--- config.mk ---
export PLATFORM = sky130hd
export DESIGN_NAME = csr_rmw_master
export DESIGN_NICKNAME = d
export VERILOG_FILES = /design/src/rtl/mmu_pkg.sv /design/src/rtl/csr_rmw_alu.sv /design/src/rtl/csr_rmw_master.sv
export SDC_FILE = /design/constraint.sdc
export NUM_CORES = 1
export LEC_CHECK = 0
export ABC_AREA = 1
export CELL_PAD_IN_SITES_DETAIL_PLACEMENT = 0
export CELL_PAD_IN_SITES_GLOBAL_PLACEMENT = 1
export CORE_MARGIN = 10
export CORE_UTILIZATION = 37
export CTS_BUF_LIST = sky130_fd_sc_hd__clkbuf_2 sky130_fd_sc_hd__clkbuf_4 sky130_fd_sc_hd__clkbuf_8
export CTS_CLUSTER_DIAMETER = 50
export DETAILED_ROUTE_END_ITERATION = 10
export GPL_TIMING_DRIVEN = 0
export PLACE_DENSITY = 0.82
export SLEW_MARGIN = 5
export SYNTH_ARGS = -nofsm -noshare
export SYNTH_HDL_FRONTEND = slang
export SYNTH_SLANG_ARGS = --single-unit
export TNS_END_PERCENT = 50
--- constraint.sdc ---
create_clock -name clk -period 2.12 [get_ports clk]
set_input_delay 0.318 -clock clk [delete_from_list [all_inputs] [get_ports clk]]
set_output_delay 0.318 -clock clk [all_outputs]
set_load 0.1 [all_outputs]
--- src/rtl/mmu_pkg.sv ---
// rtl/mmu_pkg.sv - shared MMU types and constants for the CSR read-modify-write master
package mmu_pkg;

  localparam logic [11:0] CSR_SATP_ADDR = 12'h180;

  typedef enum logic [1:0] {
    CSR_OP_READ = 2'b00,
    CSR_OP_RW   = 2'b01,
    CSR_OP_RS   = 2'b10,
    CSR_OP_RC   = 2'b11
  } csr_op_e;

  typedef enum logic [1:0] {
    ST_IDLE,
    ST_READ,
    ST_WRITE,
    ST_RESP
  } csr_rmw_state_e;

  // The top two address bits of 2'b11 mark a read-only CSR.
  function automatic logic csr_is_read_only(input logic [11:0] addr);
    return addr[11:10] == 2'b11;
  endfunction

endpackage

--- src/rtl/csr_rmw_alu.sv ---
// rtl/csr_rmw_alu.sv - new CSR value and write-needed flag for RW/RS/RC/READ
module csr_rmw_alu
  import mmu_pkg::*;
(
  input  csr_op_e     op,
  input  logic [31:0] old_val,
  input  logic [31:0] wdata,
  output logic [31:0] new_val,
  output logic        need_wr
);

  always_comb begin
    new_val = old_val;
    need_wr = 1'b0;
    case (op)
      CSR_OP_RW: begin
        new_val = wdata;
        need_wr = 1'b1;
      end
      CSR_OP_RS: begin
        new_val = old_val | wdata;
        need_wr = |wdata;
      end
      CSR_OP_RC: begin
        new_val = old_val & ~wdata;
        need_wr = |wdata;
      end
      default: begin
        new_val = old_val;
        need_wr = 1'b0;
      end
    endcase
  end

endmodule

--- src/rtl/csr_rmw_master.sv ---
// rtl/csr_rmw_master.sv - one-at-a-time CSR read/modify/write initiator with response handshake
// Optional satp TLB flush pulse built only when CSR_RMW_SATP_FLUSH_EN is defined.
module csr_rmw_master
  import mmu_pkg::*;
#(
  parameter logic [11:0] SATP_ADDR = CSR_SATP_ADDR
) (
  input  logic        clk,
  input  logic        rst_n,
  input  logic        req_valid_i,
  output logic        req_ready_o,
  input  logic [1:0]  req_op_i,
  input  logic [11:0] req_addr_i,
  input  logic [31:0] req_wdata_i,
  output logic        rsp_valid_o,
  input  logic        rsp_ready_i,
  output logic [31:0] rsp_rdata_o,
  output logic        rsp_err_o,
  output logic        csr_read_en_o,
  output logic [11:0] csr_addr_o,
  input  logic [31:0] csr_rdata_i,
  output logic        csr_write_en_o,
  output logic [11:0] csr_addr_w_o,
  output logic [31:0] csr_wdata_o,
  output logic        tlb_flush_o
);

  csr_rmw_state_e state;
  csr_op_e        op_q;
  logic [11:0]    addr_q;
  logic [31:0]    wdata_q;
  logic [31:0]    old_q;
  logic           err_q;

  logic [31:0]    alu_new;
  logic           need_wr;
  logic           addr_ro;

  // The ALU sees the read data of the READ cycle, i.e. the value being
  // captured into old_q, so the write data can be registered on that edge.
  csr_rmw_alu u_alu (
    .op      (op_q),
    .old_val (csr_rdata_i),
    .wdata   (wdata_q),
    .new_val (alu_new),
    .need_wr (need_wr)
  );

  assign addr_ro = csr_is_read_only(addr_q);

  always_ff @(posedge clk) begin
    if (!rst_n) begin
      state          <= ST_IDLE;
      op_q           <= CSR_OP_READ;
      addr_q         <= '0;
      wdata_q        <= '0;
      old_q          <= '0;
      err_q          <= 1'b0;
      req_ready_o    <= 1'b1;
      rsp_valid_o    <= 1'b0;
      rsp_rdata_o    <= '0;
      rsp_err_o      <= 1'b0;
      csr_read_en_o  <= 1'b0;
      csr_addr_o     <= '0;
      csr_write_en_o <= 1'b0;
      csr_addr_w_o   <= '0;
      csr_wdata_o    <= '0;
    end else begin
      case (state)
        ST_IDLE: begin
          if (req_valid_i) begin
            op_q          <= csr_op_e'(req_op_i);
            addr_q        <= req_addr_i;
            wdata_q       <= req_wdata_i;
            err_q         <= 1'b0;
            req_ready_o   <= 1'b0;
            csr_read_en_o <= 1'b1;
            csr_addr_o    <= req_addr_i;
            state         <= ST_READ;
          end
        end
        ST_READ: begin
          csr_read_en_o <= 1'b0;
          csr_addr_o    <= '0;
          old_q         <= csr_rdata_i;
          if (need_wr && addr_ro) begin
            err_q       <= 1'b1;
            rsp_valid_o <= 1'b1;
            rsp_rdata_o <= csr_rdata_i;
            rsp_err_o   <= 1'b1;
            state       <= ST_RESP;
          end else if (need_wr) begin
            csr_write_en_o <= 1'b1;
            csr_addr_w_o   <= addr_q;
            csr_wdata_o    <= alu_new;
            state          <= ST_WRITE;
          end else begin
            rsp_valid_o <= 1'b1;
            rsp_rdata_o <= csr_rdata_i;
            rsp_err_o   <= 1'b0;
            state       <= ST_RESP;
          end
        end
        ST_WRITE: begin
          csr_write_en_o <= 1'b0;
          csr_addr_w_o   <= '0;
          csr_wdata_o    <= '0;
          rsp_valid_o    <= 1'b1;
          rsp_rdata_o    <= old_q;
          rsp_err_o      <= err_q;
          state          <= ST_RESP;
        end
        ST_RESP: begin
          if (rsp_ready_i) begin
            rsp_valid_o <= 1'b0;
            rsp_rdata_o <= '0;
            rsp_err_o   <= 1'b0;
            req_ready_o <= 1'b1;
            state       <= ST_IDLE;
          end
        end
        default: state <= ST_IDLE;
      endcase
    end
  end

`ifdef CSR_RMW_SATP_FLUSH_EN
  // Pulse alongside the write strobe; fires even if RS/RC leaves satp unchanged.
  always_ff @(posedge clk) begin
    if (!rst_n) begin
      tlb_flush_o <= 1'b0;
    end else begin
      tlb_flush_o <= (state == ST_READ) && need_wr && !addr_ro && (addr_q == SATP_ADDR);
    end
  end
`else
  logic unused_satp_addr;
  assign unused_satp_addr = ^SATP_ADDR;
  assign tlb_flush_o      = 1'b0;
`endif

endmodule

## After elaboration in Yosys (flattened, before gate mapping)

Index checks and enable logic that the tools add are counted.

| word-level totals | value |
|---|---|
| bits in registers | 174 |
| bits in latches | 0 |
| memory bits (writable) | 0 |
| bits in read-only memories | 0 |
| bits of input ports | 82 |
| output and inout bits | 94 |
| memories kept | 0 |

| cells by class | value |
|---|---|
| add/sub/neg operators | 0 |
| multiply operators | 0 |
| divide/modulo/power cells | 0 |
| magnitude comparators | 0 |
| eq/ne operators | 13 |
| shifts and indexed selects | 0 |
| muxes and demuxes | 36 |
| bitwise operators | 3 |
| reduce and logical (&&, ||, !) cells | 15 |

Operator list:

| kind | number |
|---|---|
| 32-bit case mux with 3 select lines | 2 |
| 32-bit two-way mux | 5 |
| 32-bit case mux with 2 select lines | 1 |
| 12-bit case mux with 2 select lines | 2 |
| 12-bit two-way mux | 3 |
| 32-bit AND | 1 |
| 32-bit inverter | 1 |
| 32-bit OR | 1 |
| 32-bit OR reduction | 1 |
| 1-bit two-way mux | 13 |
| 3-bit AND reduction | 4 |
| 2-bit equality test (second input constant) | 5 |
| 2-bit inequality test (second input constant) | 5 |
| 1-bit case mux with 2 select lines | 5 |
| 2-bit case mux with 4 select lines | 1 |
| 1-bit case mux with 3 select lines | 2 |
| 2-bit AND reduction | 3 |
| 2-bit nonzero test | 3 |
| 2-bit by 1-bit equality test with 1-bit output (second input constant) | 2 |
| 2-bit two-way mux | 2 |
| 3-bit inequality test (second input constant) | 1 |
| 3-bit nonzero test | 1 |
| 2-bit zero test | 1 |
| 2-bit OR reduction | 1 |
| 1-bit logical AND | 1 |

## Logic depth before layout (Yosys ltp)

Gate-level depths: netlist of run 1.

| logic depth | value |
|---|---|
| word-level depth | 6 |
| mapped depth | 12 |
| depth with buffers taken out | 11 |

## Cells and area by module

A second synthesis of run 1 with hierarchy kept.

| unflattened totals | value |
|---|---|
| cells, all modules | 1157 |
| area, all modules | 7966.4 um^2 |

Modules (own cells, without submodules):

| module | times used | cells an instance | area an instance (um^2) | seq. area each (um^2) |
|---|---|---|---|---|
| csr_rmw_master | 1 | 986 | 7176.9 | 3483.3 |
| csr_rmw_alu | 1 | 171 | 789.5 | 0.0 |

## Worst setup path after synthesis of run 1

No wires, ideal clock.

| timing | value |
|---|---|
| kind | register -> register |
| start | reg state[0] |
| end | reg rsp_rdata_o[8] |
| data arrival time | 1.656 ns |
| data required time | 2.010 ns |
| slack | 0.354 ns |
| cell stages (with the launch flop) | 11 |
| path buffers | 2 |
| period minus slack after synthesis | 1.766 ns |
| cell sequence | dfxtp_1 -> inv_1 -> ha_1 -> buf_2 -> nor2_1 -> nand2_2 -> nand3_4 -> buf_2 -> nand2_1 -> inv_1 -> nor2_1 |

| on the way | value |
|---|---|
| word-level cells in the longest chain between the ends | 3 |

RTL lines:

| item | RTL line | RTL |
|---|---|---|
| start: declaration | csr_rmw_master.sv:28 | `csr_rmw_state_e state;` |
| start signal: assignment | csr_rmw_master.sv:53 | `state <= ST_IDLE;` |
| start signal: assignment | csr_rmw_master.sv:79 | `state <= ST_READ;` |
| start signal: assignment | csr_rmw_master.sv:91 | `state <= ST_RESP;` |
| 2-bit by 1-bit equality test with 1-bit output / 2-bit equality test (equally long branches) | csr_rmw_master.sv:69 | `case (state)` |
| 3-bit inequality test (no source line) (tied with other cells) | n/a |  |
| 3-bit AND reduction (no source line) | n/a |  |
| end signal: assignment | csr_rmw_master.sv:89 | `rsp_rdata_o <= csr_rdata_i;` |
| end signal: assignment | csr_rmw_master.sv:99 | `rsp_rdata_o <= csr_rdata_i;` |
| end signal: assignment | csr_rmw_master.sv:109 | `rsp_rdata_o <= old_q;` |
| end: declaration | csr_rmw_master.sv:17 | `output logic [31:0] rsp_rdata_o,` |

Several ways; a longest one is shown, not always the timed one.
A chain may end at the register's enable or synchronous reset.

## Worst setup path in the final report of run 1

| timing | value |
|---|---|
| start | reg csr_wdata_o[17] |
| end | out csr_wdata_o[17] |

RTL lines:

| item | RTL line | RTL |
|---|---|---|
| start: declaration | csr_rmw_master.sv:24 | `output logic [31:0] csr_wdata_o,` |
| start signal: assignment | csr_rmw_master.sv:95 | `csr_wdata_o <= alu_new;` |

No word-level cell between the ends.

==> results of run 1 <==
per-layer routing:
layer | wire length, um | part of all wire, % | GRT usage [%] | vias up
met2 | 12280 | 47 | 30.55 | 191
met5 | 0 | 0 | 0 | -
met4 | 204 | 0.77 | 4.106 | 0
li1 | - | - | - | 3924
met3 | 2218 | 8.4 | 5.900 | 16
met1 | 11670 | 44 | 24.46 | 3437
through the flow:
stage / instances / TNS (ns) / utilization, % / worst slack, ns
final: 1548 / 0 / 49.50 / 0.06527
after global placement: 1515 / -3.533 / 48.11 / -0.1507
after floorplan: 1071 / 0 / - / 0.3541
after detailed placement: 1515 / -5.879 / 48.11 / -0.1758
after CTS: 1547 / 0 / 49.40 / 0.02994
after global routing: 1547 / 0 / 49.49 / 0.0004381
area by class of cell:
class	count	area share [%]
Buffer	83	3.761
Multi-Input combinational cell	703	34.38
Clock inverter	15	1.353
Clock buffer	17	2.321
Tap cell	270	3.351
Inverter	111	4.133
Sequential cell	174	34.55
Antenna cell	1	0.02482
Timing Repair Buffer	174	16.12
state kept, by name, summed over array words and instances (netlist names):
signal	cells
rsp_rdata_o	32
state	2
addr_q	12
csr_addr_w_o	12
csr_write_en_o	1
csr_wdata_o	32
old_q	32
wdata_q	32
csr_read_en_o	1
csr_addr_o	12
op_q	2
req_ready_o	1
rsp_valid_o	1
rsp_err_o	1
err_q	1
cells in the final DEF (no fill, tap or decap), types with 18 or more instances in the layout:
| master | netlist | layout |
|---|---|---|
| a21oi_1 | 97 | 97 |
| a22oi_1 | 32 | 32 |
| clkbuf_1 | 50 | 43 |
| clkdlybuf4s50_1 | 0 | 81 |
| dfxtp_1 | 174 | 174 |
| dlygate4sd2_1 | 0 | 93 |
| inv_1 | 104 | 104 |
| nand2_1 | 185 | 185 |
| nand3_1 | 18 | 18 |
| nand4_1 | 79 | 79 |
| nor2_1 | 124 | 123 |
| o21ai_0 | 133 | 132 |
final timing paths:
path | endpoint | slack, ns | cells after the start
hold reg to reg | err_q | 0.46 | 2
hold / removal | addr_q[1] | 0.42 | 3
setup / recovery | csr_wdata_o[17] | 0.07 | 1
setup reg to reg | csr_wdata_o[15] | 0.11 | 7
kinds of logic after synthesis:
kind of cell / count (synthesis)
other cells: 1
flops: 174
simple gates: 425
fa+ha+maj: 4
compound gates: 273
buf+inv: 194
report_power, final:
| group | total, mW | internal, mW | switching [mW] |
|---|---|---|---|
| registers | 4.48 | 4.07 | 0.412 |
| logic | 8.36 | 2.08 | 6.28 |
| clock network | 2.28 | 0.942 | 1.34 |
| total | 15.1 | 7.09 | 8.03 |
==> results.py, run 1 <==
metrics = {
    "logic_synthesis": {
        "synth_area_leaders": "dfxtp_1 45%, nand2_1 9.0%, o21ai_0 8.6%",
        "syn-num-nets": 1157,
        "synthTopCellsByCount": "185 x nand2_1, 174 x dfxtp_1, 133 x o21ai_0, 124 x nor2_1, 104 x inv_1",
        "synthAdderAreaFrac_pct": 0.6484,
        "synthXorXnorAreaFrac_pct": 0,
        "ys_seq_area_share_pct": 45.13,
        "async_flop_share_pct": 0,
        "avgSynthCellArea_um2": 7.207,
        "synth-compound-area-share_pct": 19.26,
        "ys.flop_type": "dfxtp_1",
        "synth.distinct_cells": 28,
        "synth_top_area_share_pct": 45.13,
        "synth-edff-count": 0,
        "yosysMostFrequentCell": "nand2_1",
        "synth_top_family_by_area": "simple AND/OR/NAND/NOR gates",
        "synthCells": 1071,
        "synth_top_area_cell": "dfxtp_1",
        "synth.mux.area_fraction_pct": 0,
        "yosys.area_share.simple_pct": 24.77,
        "yosysWarnings": 0,
        "synth_area_um2": 7719,
        "ys_seq_elements": 174,
    },
    "power_and_ir_drop": {
        "irDropWorstVdd_v": 0.0006842,
        "power.total_mw": 15.12,
        "leakagePower_nw": 4.453,
        "power_density_nw_per_um2": 1500,
    },
    "cts": {
        "numCtsBuffers": 17,
        "clockRootBuffer": "clkbuf_8",
        "cts_tree": "done",
        "clkLatencyLatePin_ns": 0.48,
        "post_cts_buffers": 0,
        "cts.reportedPaths.clkPinSlew_ns": 0.10,
        "cts_max_path_buffers": 2,
        "cts_resized": 99,
        "clock_sinks": 174,
        "cts_hold_buf": 0,
        "h-tree-depth": 4,
    },
    "detailed_routing": {
        "antenna_left": 0,
        "viasPerCell": 4.889,
        "drc": 0,
        "dr.pass1.iters": 6,
        "routed_wl_um": 26370,
        "vias": 7568,
        "drt_iter0_markers": 512,
        "wl_per_cell_um": 17.04,
    },
    "critical_path": {
        "crit_chain": "dlygate4sd2_1",
        "critical_path_peak_fanout": 2,
        "timing.critical_path.slowest_stage_cell": "dlygate4sd2_1",
        "arrival_ns": 1.74,
        "cp.buffers_inverters": 1,
        "critPathLaunchType": "flop",
        "worstSetupEndpointType": "primary output",
        "crit_family": "buffers and inverters",
        "crit_type": "flop to primary output",
        "timing.rr.start": "state[0]",
        "max_stage_delay_ns": 0.88,
        "cp.required_ns": 1.80,
        "crit_path_start": "csr_wdata_o[17]",
    },
    "cells_and_area": {
        "area_growth_pct": 30.60,
        "multi_input_area_um2": 3466,
        "drive_gt1_share_pct": 7.753,
        "nets": 1350,
        "fill_cells": 2109,
        "regArea_um2": 3483,
        "stdcell_area_um2": 10080,
    },
    "flow_run": {
        "cap_violations": 0,
    },
    "timing": {
        "finalMaxSlewViolations": 0,
        "worst_slew_pin_slew_ns": 1.039,
        "setup_viol": 0,
        "hold_viol": 0,
        "fin_skew_ns": 0.01066,
        "relSlewSlack_pct": 30.99,
        "fmax_mhz": 486.7,
        "rsz0062_at_grt": "no",
        "timing.final.crit_share_pct": 96.92,
        "fin_worst_hold_slack_ns": 0.4242,
        "finalCriticalPeriod_ns": 2.055,
    },
    "die": {
        "fp.coreArea_um2": 20360,
        "die_area_um2": 27040,
        "floorplan.initialDensity_pct": 37.90,
        "fp.dieH_um": 164.4,
        "die_x_um": 164.4,
        "num_rows": 52,
        "io_pins": 176,
    },
    "placement": {
        "io_buffers": 174,
        "gp_congestion": 0.8338,
        "dp_hpwl_um": 20390,
        "placed_cell_area_um2": 9798,
    },
    "global_route": {
        "grt_pass1_wl_um": 40230,
        "grt_max_degree": 17,
        "grt-ovfl-total": 0,
        "grt_pass1_vias": 7206,
        "grt_usage_pct": 18.97,
        "antenna_found_initial": 2,
    },
    "status": {
        "status": "finished clean",
    },
    "min_path": {
        "min-delay-start": "req_addr_i[1]",
        "hold_class": "primary input to flop",
    },
}
Power figures use the tool's default switching activity.
==> run 2: changes to the inputs <==
==> constraint.sdc (replaced) <==
create_clock -name clk -period 2.12 [get_ports clk]
set_input_delay 0.424 -clock clk [delete_from_list [all_inputs] [get_ports clk]]
set_output_delay 0.424 -clock clk [all_outputs]
set_load 0.1 [all_outputs]
==> results.py, run 2 (synthesis results as in run 1) <==
metrics = {
    "detailed_routing": {
        "antenna_left": 0,
        "viasPerCell": 4.904,
        "dr.pass1.iters": 5,
        "wl_per_cell_um": 17.10,
        "routed_wl_um": 26470,
        "drc": 0,
        "vias": 7591,
        "drt_iter0_markers": 552,
    },
    "cells_and_area": {
        "mostFrequentLayoutCell": "nand2_1",
        "drive_gt1_share_pct": 13.86,
        "nets": 1350,
        "fill_cells": 2119,
        "stdcell_area_um2": 9995,
        "finish.utilization_pct": 49.08,
        "area_growth_pct": 29.49,
        "most-common-layout-cells": "185 x nand2_1, 174 x dfxtp_1, 132 x o21ai_0",
    },
    "status": {
        "status": "finished clean",
    },
    "critical_path": {
        "crit_chain": "clkdlybuf4s15_1",
        "worstSetupEndpointType": "primary output",
        "crit_type": "flop to primary output",
        "critical_path_peak_fanout": 2,
        "max_stage_delay_ns": 0.84,
        "timing.rr.start": "state[0]",
        "r2r-end": "csr_wdata_o[15]",
        "cp.buffers_inverters": 1,
        "r2r_slack_ns": 0.09,
        "cp.required_ns": 1.70,
        "crit_cells": 1,
        "crit_family": "buffers and inverters",
        "worstRegToRegCells": 7,
        "critPathLaunchType": "flop",
        "arrival_ns": 1.66,
        "timing.critical_path.slowest_stage_cell": "clkdlybuf4s15_1",
    },
    "die": {
        "fp.coreArea_um2": 20360,
        "num_rows": 52,
        "die_x_um": 164.4,
        "floorplan.initialDensity_pct": 37.90,
        "fp.dieH_um": 164.4,
        "die_area_um2": 27040,
        "io_pins": 176,
    },
    "cts": {
        "clock_sinks": 174,
        "clockRootBuffer": "clkbuf_8",
        "cts_max_path_buffers": 2,
        "post_cts_buffers": 0,
        "clkLatencyLatePin_ns": 0.48,
        "h-tree-depth": 4,
        "cts.reportedPaths.clkPinSlew_ns": 0.09,
        "cts_tree": "done",
        "numCtsBuffers": 17,
    },
    "global_route": {
        "grt_max_degree": 17,
        "met1_usage_pct": 24.55,
        "grtUsageMet2_pct": 30.61,
        "grt_pass1_wl_um": 40280,
        "grt_usage_pct": 18.99,
        "grt_pass1_vias": 7215,
        "grt.busiest_layer": "met2",
        "grt-ovfl-total": 0,
        "antenna_found_initial": 2,
        "grtUsageMet3_pct": 5.775,
    },
    "timing": {
        "setup_viol": 0,
        "finalCriticalPeriod_ns": 2.080,
        "relSlewSlack_pct": 34.52,
        "rsz0062_at_grt": "yes",
        "fmax_mhz": 480.8,
        "hold_viol": 0,
        "timing.final.crit_share_pct": 98.11,
        "finalMaxSlewViolations": 0,
        "worst_slew_pin_slew_ns": 0.9860,
        "fin_skew_ns": 0.01045,
    },
    "placement": {
        "dp_hpwl_um": 20390,
        "gp_congestion": 0.8338,
        "io_buffers": 174,
        "placed_cell_area_um2": 9798,
    },
    "power_and_ir_drop": {
        "power.total_mw": 15.14,
        "irDropWorstVdd_v": 0.0007012,
        "leakagePower_nw": 4.135,
        "power_density_nw_per_um2": 1515,
    },
    "min_path": {
        "hold_class": "flop to flop",
        "hold_path_end": "err_q",
        "whs_path_depth": 2,
        "min-delay-start": "err_q",
    },
    "flow_run": {
        "cap_violations": 0,
    },
}
## run 2: cell types whose count changed in the layout (fill, tap and decap cells not counted)
cell,change
buf_1,+1
clkbuf_2,+47
clkdlybuf4s15_1,+14
clkdlybuf4s15_2,+31
dlygate4sd2_1,-93
## run 2: metal layers
metal | vias up | part of all wire (%)
li1 | 3930 | -
met1 | 3448 | 45
met2 | 196 | 46
met3 | 17 | 7.4
met4 | 0 | 0.79
met5 | - | 0
## run 2: timing repair
action,in CTS,in global routing
hold buffers,0,0
endpoints found under the setup margin,184,149
resized for setup,210,74
## run 2: worst max-delay path by stage
stage | startpoint | to | slack [ns]
2_1_floorplan | state[0] | rsp_rdata_o[8] | 0.35
3_3_place_gp | req_valid_i | wdata_q[10] | -0.22
3_5_place_dp | rst_n | wdata_q[13] | -0.28
4_1_cts | state[1] | csr_read_en_o | -0.04
5_1_grt | state[1] | addr_q[10] | -0.001
6_report | csr_wdata_o[7] | csr_wdata_o[7] | 0.04
## run 2: layout make-up
class	instances	area, um2	area share (%)
Antenna cell	1	2.502	0.02504
Buffer	83	377.9	3.781
Clock buffer	17	234.0	2.341
Clock inverter	15	136.4	1.365
Inverter	111	416.7	4.169
Multi-Input combinational cell	703	3466	34.68
Sequential cell	174	3483	34.85
Tap cell	270	337.8	3.380
Timing Repair Buffer	174	1540	15.41
## run 2: where the power goes
part | internal (mW) | switching [mW] | total, mW
Clock | 0.942 | 1.33 | 2.28
Combinational | 2.07 | 6.29 | 8.36
Sequential | 4.07 | 0.429 | 4.50
Total | 7.09 | 8.05 | 15.1
## run 2: per-stage QoR
stage                     setup TNS, ns  cells  hold WS, ns  setup WS [ns]
after floorplan                       0   1071       0.4260         0.3541
after global placement           -8.785   1515       0.4388        -0.2201
after detailed placement         -13.36   1515       0.4516        -0.2818
after CTS                       -0.2239   1547       0.4643       -0.03542
after global routing          -0.001082   1547       0.4838      -0.001082
final                                 0   1548       0.4633        0.04011
==> run 3: changes to the inputs <==
- CAP_MARGIN: unset -> 20
==> results of run 3 <==
Final layout, timing and power as in run 2 (identical DEF).
